`config.mk`:
```
export PLATFORM = sky130hd
export DESIGN_NAME = booth_spm
export DESIGN_NICKNAME = d
export VERILOG_FILES = /design/src/rtl/booth_spm.sv
export SDC_FILE = /design/constraint.sdc
export NUM_CORES = 1
export LEC_CHECK = 0
export ABC_AREA = 0
export CORE_UTILIZATION = 60
export DETAILED_ROUTE_END_ITERATION = 16
export PLACE_DENSITY = 0.87
export SLEW_MARGIN = 20
export SYNTH_ARGS = -nofsm -noshare
export SYNTH_HDL_FRONTEND = slang
export SYNTH_SLANG_ARGS = --single-unit
export TNS_END_PERCENT = 1
```
`constraint.sdc`:
```
create_clock -name clk -period 8.5 [get_ports clk]
set_clock_uncertainty 0.2 [all_clocks]
set_input_delay 1.7 -clock clk [delete_from_list [all_inputs] [get_ports clk]]
set_output_delay 1.7 -clock clk [all_outputs]
set_load 0.02 [all_outputs]
```
`src/rtl/booth_spm.sv`:
```
// Sequential radix-2 Booth multiplier fed from a shared switch bus with a Go level handshake.
// Optional BOOTH_UNSIGNED_EN: operands zero-extended and one extra Booth step for unsigned.
module booth_spm #(
  parameter int unsigned N = 8
) (
  input  logic           clk,
  input  logic           rst,
  input  logic [N-1:0]   SW,
  input  logic           Go,
  output logic [2*N-1:0] Answer,
  output logic           Over
);

`ifdef BOOTH_UNSIGNED_EN
  localparam int unsigned M = N + 1;
`else
  localparam int unsigned M = N;
`endif
  localparam int unsigned CntW = $clog2(M + 1);

  typedef enum logic [2:0] {
    StWaitA,
    StRelA,
    StWaitB,
    StRun,
    StDone
  } state_e;

  state_e            state_q, state_d;
  logic [M-1:0]      a_q, a_d;
  logic [M:0]        p_q, p_d;
  logic [M-1:0]      q_q, q_d;
  logic              qm1_q, qm1_d;
  logic [CntW-1:0]   cnt_q, cnt_d;
  logic [2*N-1:0]    answer_q, answer_d;
  logic              over_q, over_d;

  logic [M-1:0]      sw_ext;
  logic [M:0]        a_ext;
  logic [M:0]        p_sum;

  // Operand as seen by the datapath: M bits, sign- or zero-extended from the bus.
  always_comb begin
`ifdef BOOTH_UNSIGNED_EN
    sw_ext = {1'b0, SW};
`else
    sw_ext = SW;
`endif
  end

  always_comb begin
    a_ext = {a_q[M-1], a_q};
    unique case ({q_q[0], qm1_q})
      2'b01:   p_sum = p_q + a_ext;
      2'b10:   p_sum = p_q - a_ext;
      default: p_sum = p_q;
    endcase
  end

  always_comb begin
    state_d  = state_q;
    a_d      = a_q;
    p_d      = p_q;
    q_d      = q_q;
    qm1_d    = qm1_q;
    cnt_d    = cnt_q;
    answer_d = answer_q;
    over_d   = over_q;
    unique case (state_q)
      StWaitA: begin
        if (Go) begin
          a_d     = sw_ext;
          state_d = StRelA;
        end
      end
      StRelA: begin
        if (!Go) state_d = StWaitB;
      end
      StWaitB: begin
        if (Go) begin
          q_d     = sw_ext;
          qm1_d   = 1'b0;
          p_d     = '0;
          cnt_d   = CntW'(M);
          state_d = StRun;
        end
      end
      StRun: begin
        if (cnt_q != '0) begin
          // Add/subtract then arithmetic shift of {P, Q, q_-1} by one.
          p_d   = {p_sum[M], p_sum[M:1]};
          q_d   = {p_sum[0], q_q[M-1:1]};
          qm1_d = q_q[0];
          cnt_d = cnt_q - CntW'(1);
        end else begin
          answer_d = (2*N)'({p_q, q_q});
          over_d   = 1'b1;
          state_d  = StDone;
        end
      end
      StDone: begin
        if (!Go) begin
          over_d  = 1'b0;
          state_d = StWaitA;
        end
      end
      default: begin
        over_d  = 1'b0;
        state_d = StWaitA;
      end
    endcase
  end

  always_ff @(posedge clk or posedge rst) begin
    if (rst) begin
      state_q  <= StWaitA;
      a_q      <= '0;
      p_q      <= '0;
      q_q      <= '0;
      qm1_q    <= 1'b0;
      cnt_q    <= '0;
      answer_q <= '0;
      over_q   <= 1'b0;
    end else begin
      state_q  <= state_d;
      a_q      <= a_d;
      p_q      <= p_d;
      q_q      <= q_d;
      qm1_q    <= qm1_d;
      cnt_q    <= cnt_d;
      answer_q <= answer_d;
      over_q   <= over_d;
    end
  end

  assign Answer = answer_q;
  assign Over   = over_q;

endmodule

```
# [Yosys cells after proc, flatten, opt, wreduce, memory -nomap -nowiden]
# Index checks and enable logic that the tools add are counted.
[word_totals] output_inout_bits=17 register_bits=50 in_bits=11
[op_classes] n_addsub=3 n_mux=22 eq_ne=12 n_reduce_logical=9 bitwise_logic=2
[ops] operator="case mux 9 bit (2 select lines)" count=2
[ops] operator="2-to-1 mux 9 bit" count=2
[ops] operator="2-to-1 mux 8 bit" count=2
[ops] operator="case mux 8 bit (2 select lines)" count=1
[ops] operator="2-to-1 mux 3 bit" count=5
[ops] operator="case mux 3 bit (5 select lines)" count=1
[ops] operator="inequality test 2 bit, second input constant" count=6
[ops] operator="adder 9 bit" count=1
[ops] operator="subtractor 9 bit" count=1
[ops] operator="2-to-1 mux 4 bit" count=2
[ops] operator="case mux 4 bit (2 select lines)" count=1
[ops] operator="equality test 3 x 2 -> 1 bit, second input constant" count=2
[ops] operator="AND reduction 3 bit" count=2
[ops] operator="AND reduction 5 bit" count=1
[ops] operator="2-to-1 mux 1 bit" count=4
[ops] operator="AND reduction 2 bit" count=2
[ops] operator="nonzero test 4 bit" count=1
[ops] operator="subtractor 4 x 1 -> 4 bit, second input constant" count=1
[ops] operator="equality test 3 x 1 -> 1 bit, second input constant" count=1
[ops] operator="equality test 3 bit, second input constant" count=1
[ops] operator="zero test 3 bit" count=1
[ops] operator="case mux 1 bit (3 select lines)" count=1
[ops] operator="OR reduction 3 bit" count=1
[ops] operator="equality test 2 x 1 -> 1 bit, second input constant" count=1
[ops] operator="other kinds (4)" count=5

# [Longest topological paths before layout]
# Gate-level depths: netlist of the first run.
[depth] ltp_word=4 mapped_depth=12 mapped_depth_nobuf=12

# [Worst setup path after synthesis of the first run]
# OpenSTA, ideal clock, no wires.
[synth_timing] path_type="register to register" startpoint="register qm1_q" endpoint="register p_q[7]" arrival_time_ns=2.521 synth_period_minus_slack_ns=2.847 path_buffers=1 setup_slack_ns=5.653 stages_incl_launch_ff=12 required_ns=8.174 cell_sequence="dfrtp_1 inv_1 ha_1 clkbuf_1 mux2_2 fa_1 nand2b_1 a21oi_1 o21ai_0 xor2_1 nor4_1 a221o_1"
[synth_between] elab_chain_len=4
[synth_rtl] element="from (decl)" line="33" text="logic qm1_q, qm1_d;"
[synth_rtl] element="from (signal assigned)" line="129" text="qm1_q <= qm1_d;"
[synth_rtl] element="equality test 2 bit or equality test 2 x 1 -> 1 bit (tied branches)" line="53" text="unique case ({q_q[0], qm1_q})"
[synth_rtl] element="case mux 9 bit (2 select lines) *" line="53"
[synth_rtl] element="2-to-1 mux 9 bit *" line="89" text="if (cnt_q != '0) begin"
[synth_rtl] element="case mux 9 bit (2 select lines) *" line="69" text="unique case (state_q)"
[synth_rtl] element="to (signal assigned)" line="127" text="p_q <= p_d;"
[synth_rtl] element="to (decl)" line="31" text="logic [M:0] p_q, p_d;"
# Mark *: on every way between the ends. The rest lies on a longest branch, timed or not. The select of a mux whose other input is x is not followed.
# A chain may end at the register's enable or synchronous reset.

# [Final worst setup path of the first run]
[layout_timing] startpoint="input port Go" endpoint="register a_q[7]"
[layout_between] elab_chain_len=1
[layout_rtl] element="from (decl)" line="9" text="input logic Go,"
[layout_rtl] element="AND reduction 2 bit (no line)"
[layout_rtl] element="to (signal assigned)" line="117" text="a_q <= '0;"
[layout_rtl] element="to (signal assigned)" line="126" text="a_q <= a_d;"
[layout_rtl] element="to (decl)" line="30" text="logic [M-1:0] a_q, a_d;"
# Every way passes these cells.

==> results of run 1 <==
-- path summary, 6_finish.rpt --
kind                       slack, ns                     to  cells after the start             startpoint
max in group asynchronous       5.96     p_q[3]$_DFFE_PP0P_                      2                    rst
min in group asynchronous       1.65  Answer[7]$_DFFE_PP0P_                      2                    rst
setup / recovery                5.20     a_q[7]$_DFFE_PP0P_                      4                     Go
hold reg to reg                 0.30  Answer[8]$_DFFE_PP0P_                      2  Answer[8]$_DFFE_PP0P_
setup reg to reg                5.34     p_q[7]$_DFFE_PP0P_                     10      qm1_q$_DFFE_PP0P_
hold / removal                  0.30  Answer[8]$_DFFE_PP0P_                      2  Answer[8]$_DFFE_PP0P_
-- placed cells by master, fill, tap and decap left out, types with 2 or more instances in the layout --
cell type,synthesis,layout
dfrtp_1,49,49
clkdlybuf4s50_1,0,27
a21oi_1,22,22
nor2_1,22,22
nand2_1,21,21
mux2_2,20,20
o21ai_0,17,17
inv_1,12,11
ha_1,11,11
mux2i_1,9,9
xnor2_1,8,8
clkbuf_8,0,6
nand3_1,5,5
and3_1,4,4
nand2b_1,3,3
nor3_1,4,3
or3_1,3,3
xor2_1,3,3
a211oi_1,3,3
nor2b_1,3,3
a31oi_1,3,3
nor3b_2,2,2
nor3_2,1,2
nor4_1,2,2
clkinv_2,0,2
o31ai_1,2,2
-- flip-flops by register name, indices dropped and copies added (netlist names) --
name	cells
Answer	16
a_q	8
p_q	8
q_q	8
cnt_q	4
state_q	3
Over	1
qm1_q	1
-- through the flow --
stage | worst slack [ns] | util | instance area [sq um]
6_report | 5.195 | 0.7315 | 3010
5_1_grt | 5.142 | 0.7315 | 3010
4_1_cts | 4.832 | 0.7300 | 3004
3_5_place_dp | 4.517 | 0.7066 | 2908
3_3_place_gp | 4.563 | 0.7066 | 2908
2_1_floorplan | 5.427 | - | 2629
-- routing by layer --
metal / track usage / part of all wire
met1: 0.2959 / 0.44
met2: 0.4191 / 0.50
met3: 0.05833 / 0.045
met4: 0.1016 / 0.013
met5: 0 / 0
-- cell type report --
cell class,count,area (sq um)
well taps,50,62.56
flip-flops and latches,49,1226
multi-input cells,184,1309
clock inverters,2,13.76
inverters,12,46.29
fillers,302,1105
repair buffers,27,270.3
clock buffers,6,82.58
-- logic make-up (layout without fill, tap and decap cells) --
kind of cell | Yosys count | in the layout | synth area share
xor+xnor | 11 | 11 | 0.03665
fa+ha+maj | 12 | 12 | 0.05997
buf+inv | 21 | 47 | 0.03760
compound gates | 53 | 53 | 0.1147
flops | 49 | 49 | 0.4664
mux | 29 | 29 | 0.1199
simple gates | 79 | 79 | 0.1647
-- critical path, delay by kind of cell --
family        cells  cell delay [ns]
buf+inv           1             0.53
simple gates      2             0.65
mux               1             0.41
==> results.tsv, run 1 <==
metric	value	unit
status	finished clean	
worst hold path type	flop to flop	
first-pass GRT wire length	8.342	mm
Netlist cell types	43	
fmax	302.6	MHz
I/O Buffers	27	
Synth top area share	0.4664	
most numerous cell in the Yosys netlist	dfrtp_1	
Hold Buf Count CTS	0	
register bit total from synthesis	49	
Synth Cell Area	2629	sq um
Crit path largest cell delay	0.55	ns
Seq/Total Area, Yosys	0.4664	
Clk Latency, worst-skew pair	0.30	ns
post-DP HPWL	3.605	mm
Hold Worst Slack	0.2956	ns
share of cells above drive strength 1	0.1464	
number of global-route vias before repair	1872	
RSZ-0062 raised after global routing	false	
syn_nets	277	
DRT iter0 DRCs	192	
DP Cell Count	322	
drt wl/cell	15.16	um
H-tree level count	2	
fin. max-slew vios	0	
die height	68.19	um
Sink Count	49	
drc violations	0	
clk buf depth	2	
Worst EP arrival	3.30	ns
CTS tree	done	
1st-pass router iterations	4	
async set-reset flop share out of synthesis	1.000	
Routed WL	5.003	mm
endpoints failing hold	0	
crit start category	input port	
CP endpoint kind	flop	
Tot GR Track Use	0.2461	
dominant cells by area after synthesis	dfrtp_1 47%, mux2_2 8.6%, ha_1 5.2%, a21oi_1 4.2%, mux2i_1 3.4%	
Max stage delay cell, worst path	nor3_2	
Placer Congestion	0.7979	
Mapped Avg Cell Area	10.35	sq um
non-filler instance count after layout	330	
commonest cells in the synthesized netlist	49 x dfrtp_1, 22 x a21oi_1, 22 x nor2_1	
Worst-path clk slew	0.09	ns
Final #Nets	302	
Least-Margin Pin Slew	0.8291	ns
full die area	4650	sq um
largest net degree at the start of global routing	50	
initial antenna violation count	0	
post-cts sizing count	0	
synthesis-to-finish area growth	14.52	%
crit path kind	input port to flop	
Ys Warns	0	
DR vias	1895	
Worst Path Required	8.49	ns
diode count	0	
Most used DFF post-synth	dfrtp_1	
Setup TNS	0	ns
Post-DRT Antenna Nets	0	
Rows	23	
Num CTS Buffers	5	
max-cap violation count	0	
Period minus WS final	3.305	ns
Post-synth EDFFs	0	
synthesized instance count	254	
die width	68.19	um
period utilization	0.3888	
clk root buf	clkbuf_8	
DR vias/cell	5.742	
IO Count	28	
worst path cell trace	clkdlybuf4s50_1 -> nand2b_1 -> nor3_2 -> mux2_2	
initial core utilization	0.6388	
largest fanout on the critical path	11	
# setup viols final	0	
worst rel slew slack	0.4466	
Post-CTS Setup Bufs	0	
Overflow after GRT	0	
Core ar.	4115	sq um
largest area contributor in the synthesized netlist	dfrtp_1	
Power of run 1 is left out: the tool's default activity adds up to more than one toggle a clock period on the data nets, which glitch-free logic cannot reach.
==> inputs of run 2 (changes only) <==
--- a/config.mk
+++ b/config.mk
@@ -6,9 +6,9 @@
 export NUM_CORES = 1
 export LEC_CHECK = 0
 export ABC_AREA = 0
-export CORE_UTILIZATION = 60
+export CORE_UTILIZATION = 51
 export DETAILED_ROUTE_END_ITERATION = 16
-export PLACE_DENSITY = 0.87
+export PLACE_DENSITY = 0.79
 export SLEW_MARGIN = 20
 export SYNTH_ARGS = -nofsm -noshare
 export SYNTH_HDL_FRONTEND = slang
==> constraint.sdc (replaced) <==
create_clock -name clk -period 2.9 [get_ports clk]
set_clock_uncertainty 0.2 [all_clocks]
set_input_delay 0.58 -clock clk [delete_from_list [all_inputs] [get_ports clk]]
set_output_delay 0.58 -clock clk [all_outputs]
set_load 0.02 [all_outputs]
==> results.tsv, run 2 (synthesized netlist as in run 1, its figures left out) <==
metric	value	unit	change
Tot GR Track Use	0.2150		-0.03107
Num CTS Buffers	5		unchanged
initial antenna violation count	0		unchanged
# setup viols final	0		unchanged
fmax	356.3	MHz	
Hold Worst Slack	0.2865	ns	-0.009054 ns
crit path kind	flop to flop		
I/O Buffers	27		unchanged
Final #Nets	310		+2.6%
drc violations	0		unchanged
Least-Margin Pin Slew	0.6259	ns	-0.2032 ns
Routed WL	5.276	mm	+5.5%
Period minus WS final	2.807	ns	
CTS tree	done		
diode count	0		unchanged
Rows	25		+8.7%
worst hold path type	flop to flop		
worst rel slew slack	0.5827		+0.1361
met2 WL	2.666	mm	+7.1%
Worst EP arrival	2.80	ns	-0.50 ns
Overflow after GRT	0		unchanged
Placer Congestion	0.8508		+6.6%
Worst Path Required	2.90	ns	-5.59 ns
status	finished clean		
final setup margin	0.09344	ns	-5.102 ns
largest net degree at the start of global routing	29		-42%
pre-CTS setup slack	0.04757	ns	-4.470 ns
sum of routed wire segments on met1	2.372	mm	+6.7%
period utilization	0.9678		
DRT iter0 DRCs	77		-60%
Setup TNS	0	ns	unchanged
share of cells above drive strength 1	0.1840		+0.03760
Post-DRT Antenna Nets	0		unchanged
Sink Count	49		unchanged
1st-pass router iterations	4		unchanged
Core ar.	4848	sq um	+18%
initial core utilization	0.5422		-0.09660
RSZ-0062 raised after global routing	true		
commonest non-fill, non-tap cell in the layout	dfrtp_1		
multi-input logic area	1330	sq um	+1.6%
Util after Layout	0.6475		-0.08405
WL met3	158	um	-30%
drt wl/cell	14.86	um	-2.0%
Worst-path clk slew	0.10	ns	about the same
clk root buf	clkbuf_8		
fin. max-slew vios	0		unchanged
number of global-route vias before repair	1879		+0.37%
endpoints failing hold	0		unchanged
Fill cells	374		+24%
IO Count	28		unchanged
post-DP HPWL	3.756	mm	+4.2%
synthesis-to-finish area growth	19.42	%	
H-tree level count	2		unchanged
clk buf depth	2		unchanged
commonest non-fill, non-tap cells in the layout	49 x dfrtp_1, 27 x clkdlybuf4s50_1, 22 x nor2_1, 21 x nand2_1		
Top Metal Used	met4		
first-pass GRT wire length	8.742	mm	+4.8%
largest fanout on the critical path	4		-7
die height	73.80	um	+8.2%
CP endpoint kind	flop		
DR vias	1966		+3.7%
crit start category	flop		
full die area	5446	sq um	+17%
sequential cell area	1226	sq um	unchanged
Largest register FFs	16		unchanged
DR vias/cell	5.538		-3.6%
Clk Latency, worst-skew pair	0.31	ns	about the same
max-cap violation count	0		unchanged
die width	73.80	um	+8.2%
## run 2: worst paths after layout
| path | startpoint | to | slack (ns) | depth (start not counted) |
|---|---|---|---|---|
| min | Answer[9]$_DFFE_PP0P_ | Answer[9]$_DFFE_PP0P_ | 0.29 | 2 |
| max in group asynchronous | rst | Answer[13]$_DFFE_PP0P_ | 1.59 | 3 |
| max reg2reg | a_q[0]$_DFFE_PP0P_ | p_q[7]$_DFFE_PP0P_ | 0.09 | 10 |
| max | a_q[0]$_DFFE_PP0P_ | p_q[7]$_DFFE_PP0P_ | 0.09 | 10 |
| min in group asynchronous | rst | q_q[2]$_DFFE_PP0P_ | 0.41 | 2 |
| min reg2reg | Answer[9]$_DFFE_PP0P_ | Answer[9]$_DFFE_PP0P_ | 0.29 | 2 |
## run 2: layer usage
| metal | global-route usage | up-vias |
|---|---|---|
| li1 | - | 955 |
| met1 | 0.2668 | 964 |
| met2 | 0.3710 | 36 |
| met3 | 0.04527 | 11 |
| met4 | 0.07265 | 0 |
| met5 | 0 | - |
## run 2: final cells by class
class / count / area share
well taps: 67 / 0.02670
repair buffers: 35 / 0.1092
clock inverters: 2 / 0.01236
clock buffers: 6 / 0.02312
flip-flops and latches: 49 / 0.3906
inverters: 12 / 0.01435
multi-input cells: 184 / 0.4237
## run 2: metrics by stage
| stage | cells | instance area (sq um) |
|---|---|---|
| after floorplan | 254 | 2629 |
| after global placement | 345 | 2987 |
| after detailed placement | 345 | 2987 |
| after CTS | 353 | 3098 |
| after global routing | 355 | 3139 |
| final | 355 | 3139 |
## run 2: worst max-delay path, stage by stage, from the launching register on
cell	delay (ns)
dfrtp_1	0.43
inv_1	0.08
ha_1	0.30
mux2_2	0.29
fa_2	0.37
nand2b_1	0.18
a21oi_2	0.17
o21ai_0	0.12
xor2_1	0.20
nor4_1	0.07
a221o_1	0.28
## run 2: timing repair
item,in CTS,in global routing
buffers inserted,0,2
resized for setup,0,8
setup endpoints to repair,0,3
hold buffers,0,0
Power of run 2 is left out for the same reason.
==> inputs of run 3 (changes only) <==
--- a/config.mk
+++ b/config.mk
@@ -6,9 +6,9 @@
 export NUM_CORES = 1
 export LEC_CHECK = 0
 export ABC_AREA = 0
-export CORE_UTILIZATION = 51
+export CORE_UTILIZATION = 60
 export DETAILED_ROUTE_END_ITERATION = 16
-export PLACE_DENSITY = 0.79
+export PLACE_DENSITY = 0.87
 export SLEW_MARGIN = 20
 export SYNTH_ARGS = -nofsm -noshare
 export SYNTH_HDL_FRONTEND = slang
==> constraint.sdc (replaced) <==
create_clock -name clk -period 3.6 [get_ports clk]
set_clock_uncertainty 0.2 [all_clocks]
set_input_delay 0.72 -clock clk [delete_from_list [all_inputs] [get_ports clk]]
set_output_delay 0.72 -clock clk [all_outputs]
set_load 0.02 [all_outputs]
==> results.tsv, run 3 (synthesized netlist as in run 1, its figures left out) <==
metric	value	unit	change
r2r endpoint	p_q[7]$_DFFE_PP0P_		
DRT iter0 DRCs	105		+36%
Least-Margin Pin Slew	0.8061	ns	+0.1802 ns
Crit path largest cell delay	0.43	ns	about the same
crit path capture	p_q[7]$_DFFE_PP0P_		
Placer Congestion	0.8387		-1.4%
status	finished clean		
Post-CTS Setup Bufs	0		unchanged
worst path bufs/invs	1		unchanged
clk root buf	clkbuf_8		
synthesis-to-finish area growth	14.75	%	
CP endpoint kind	flop		
worst path cell trace	inv_1 -> ha_1 -> mux2_2 -> fa_1 -> nand2b_1 -> a21oi_1 -> o21ai_0 -> xor2_1 -> nor4_1 -> a221o_1		
crit start category	flop		
DR vias/cell	5.637		+1.8%
diode count	0		unchanged
first-pass GRT wire length	7.638	mm	-13%
Overflow after GRT	0		unchanged
# setup viols final	0		unchanged
Crit path max-delay family	adder cells		
Levels on crit path	10		unchanged
R2R cell count	10		unchanged
largest fanout on the critical path	9		+5
CP startpoint	qm1_q$_DFFE_PP0P_		
I/O Buffers	27		unchanged
Rows	23		-8.0%
Period minus WS final	3.005	ns	+0.1982 ns
period utilization	0.8347		-0.1331
full die area	4650	sq um	-15%
DR vias	1866		-5.1%
Final #Nets	303		-2.3%
FF-to-FF Start	qm1_q$_DFFE_PP0P_		
Worst EP arrival	3.00	ns	+0.20 ns
Core ar.	4115	sq um	-15%
Clk Latency, worst-skew pair	0.31	ns	about the same
IO Count	28		unchanged
share of cells above drive strength 1	0.1459		-0.03812
initial core utilization	0.6388		+0.09660
H-tree level count	2		unchanged
commonest non-fill, non-tap cells in the layout	49 x dfrtp_1, 27 x clkdlybuf4s50_1, 22 x a21oi_1, 22 x nor2_1, 21 x nand2_1		
endpoints failing hold	0		unchanged
fmax	332.8	MHz	-6.6%
Routed WL	4.653	mm	-12%
Largest register FFs	16		unchanged
die width	68.19	um	-7.6%
drt wl/cell	14.06	um	-5.4%
fin. max-slew vios	0		unchanged
largest net degree at the start of global routing	50		+72%
Worst Path Required	3.60	ns	+0.70 ns
flop-to-flop setup slack	0.60	ns	+0.50 ns
worst hold path type	flop to flop		
post-DP HPWL	3.443	mm	-8.3%
CTS tree	done		
drc violations	0		unchanged
worst rel slew slack	0.4620		-0.1208
commonest non-fill, non-tap cell in the layout	dfrtp_1		
RSZ-0062 raised after global routing	false		
crit path kind	flop to flop		
Post-DRT Antenna Nets	0		unchanged
clk buf depth	2		unchanged
max-cap violation count	0		unchanged
number of global-route vias before repair	1736		-7.6%
Num CTS Buffers	5		unchanged
1st-pass router iterations	4		unchanged
die height	68.19	um	-7.6%
Hold Buf Count CTS	0		unchanged
Sink Count	49		unchanged
Tot GR Track Use	0.2259		+0.01093
Max stage delay cell, worst path	fa_1		
Worst-path clk slew	0.09	ns	about the same
Setup TNS	0	ns	unchanged
initial antenna violation count	0		unchanged
post-cts sizing count	0		unchanged
run 3: changes by cell type in the layout (fill, tap and decap cells not counted), sizes merged:
cell    previous run  this run
buf                8         1
clkinv             1         2
bufinv             1         0
run 3: stage by stage:
step,setup WS [ns],hold WS [ns],util,cell area [sq um],cells
2_1_floorplan,0.7532,0.2709,-,2629,254
3_5_place_dp,0.6159,0.2777,0.7084,2915,323
5_1_grt,0.3873,0.3300,0.7331,3017,331
3_3_place_gp,0.7447,0.2647,0.7084,2915,323
6_report,0.5952,0.2953,0.7331,3017,331
4_1_cts,0.5901,0.2991,0.7327,3015,331
run 3: area by class of cell:
type	instances	area [sq um]
multi-input combinational	184	1304
sequential	49	1226
fill	291	1099
timing repair buffer	28	277.8
clock buffer	6	82.58
tap	50	62.56
inverter	12	46.29
clock inverter	2	17.52
run 3: worst min-delay path by stage:
stage / start / to / cells after the start
floorplan: p_q[0]$_DFFE_PP0P_ / p_q[0]$_DFFE_PP0P_ / 2
global placement: Answer[8]$_DFFE_PP0P_ / Answer[8]$_DFFE_PP0P_ / 2
detailed placement: Answer[8]$_DFFE_PP0P_ / Answer[8]$_DFFE_PP0P_ / 2
CTS: Answer[8]$_DFFE_PP0P_ / Answer[8]$_DFFE_PP0P_ / 2
global route: Answer[8]$_DFFE_PP0P_ / Answer[8]$_DFFE_PP0P_ / 2
finish: Answer[8]$_DFFE_PP0P_ / Answer[8]$_DFFE_PP0P_ / 2
run 3: routing by layer:
layer,vias up,global-route usage,part of all wire
met5,-,0,0
li1,947,-,-
met4,0,0.09635,0.022
met2,38,0.3873,0.48
met1,870,0.2700,0.45
met3,11,0.05167,0.044
run 3: worst reg2reg max path, delay by kind of cell, from the launching register on:
| family | cells | cell delay, ns |
|---|---|---|
| AO/OA/AOI/OAI | 3 | 0.64 |
| XOR/XNOR | 1 | 0.20 |
| adder cells (fa/ha/maj) | 2 | 0.77 |
| buffers and inverters | 1 | 0.07 |
| flip-flops | 1 | 0.37 |
| multiplexers | 1 | 0.42 |
| AND/OR/NAND/NOR | 2 | 0.24 |
Power of run 3 is left out for the same reason.
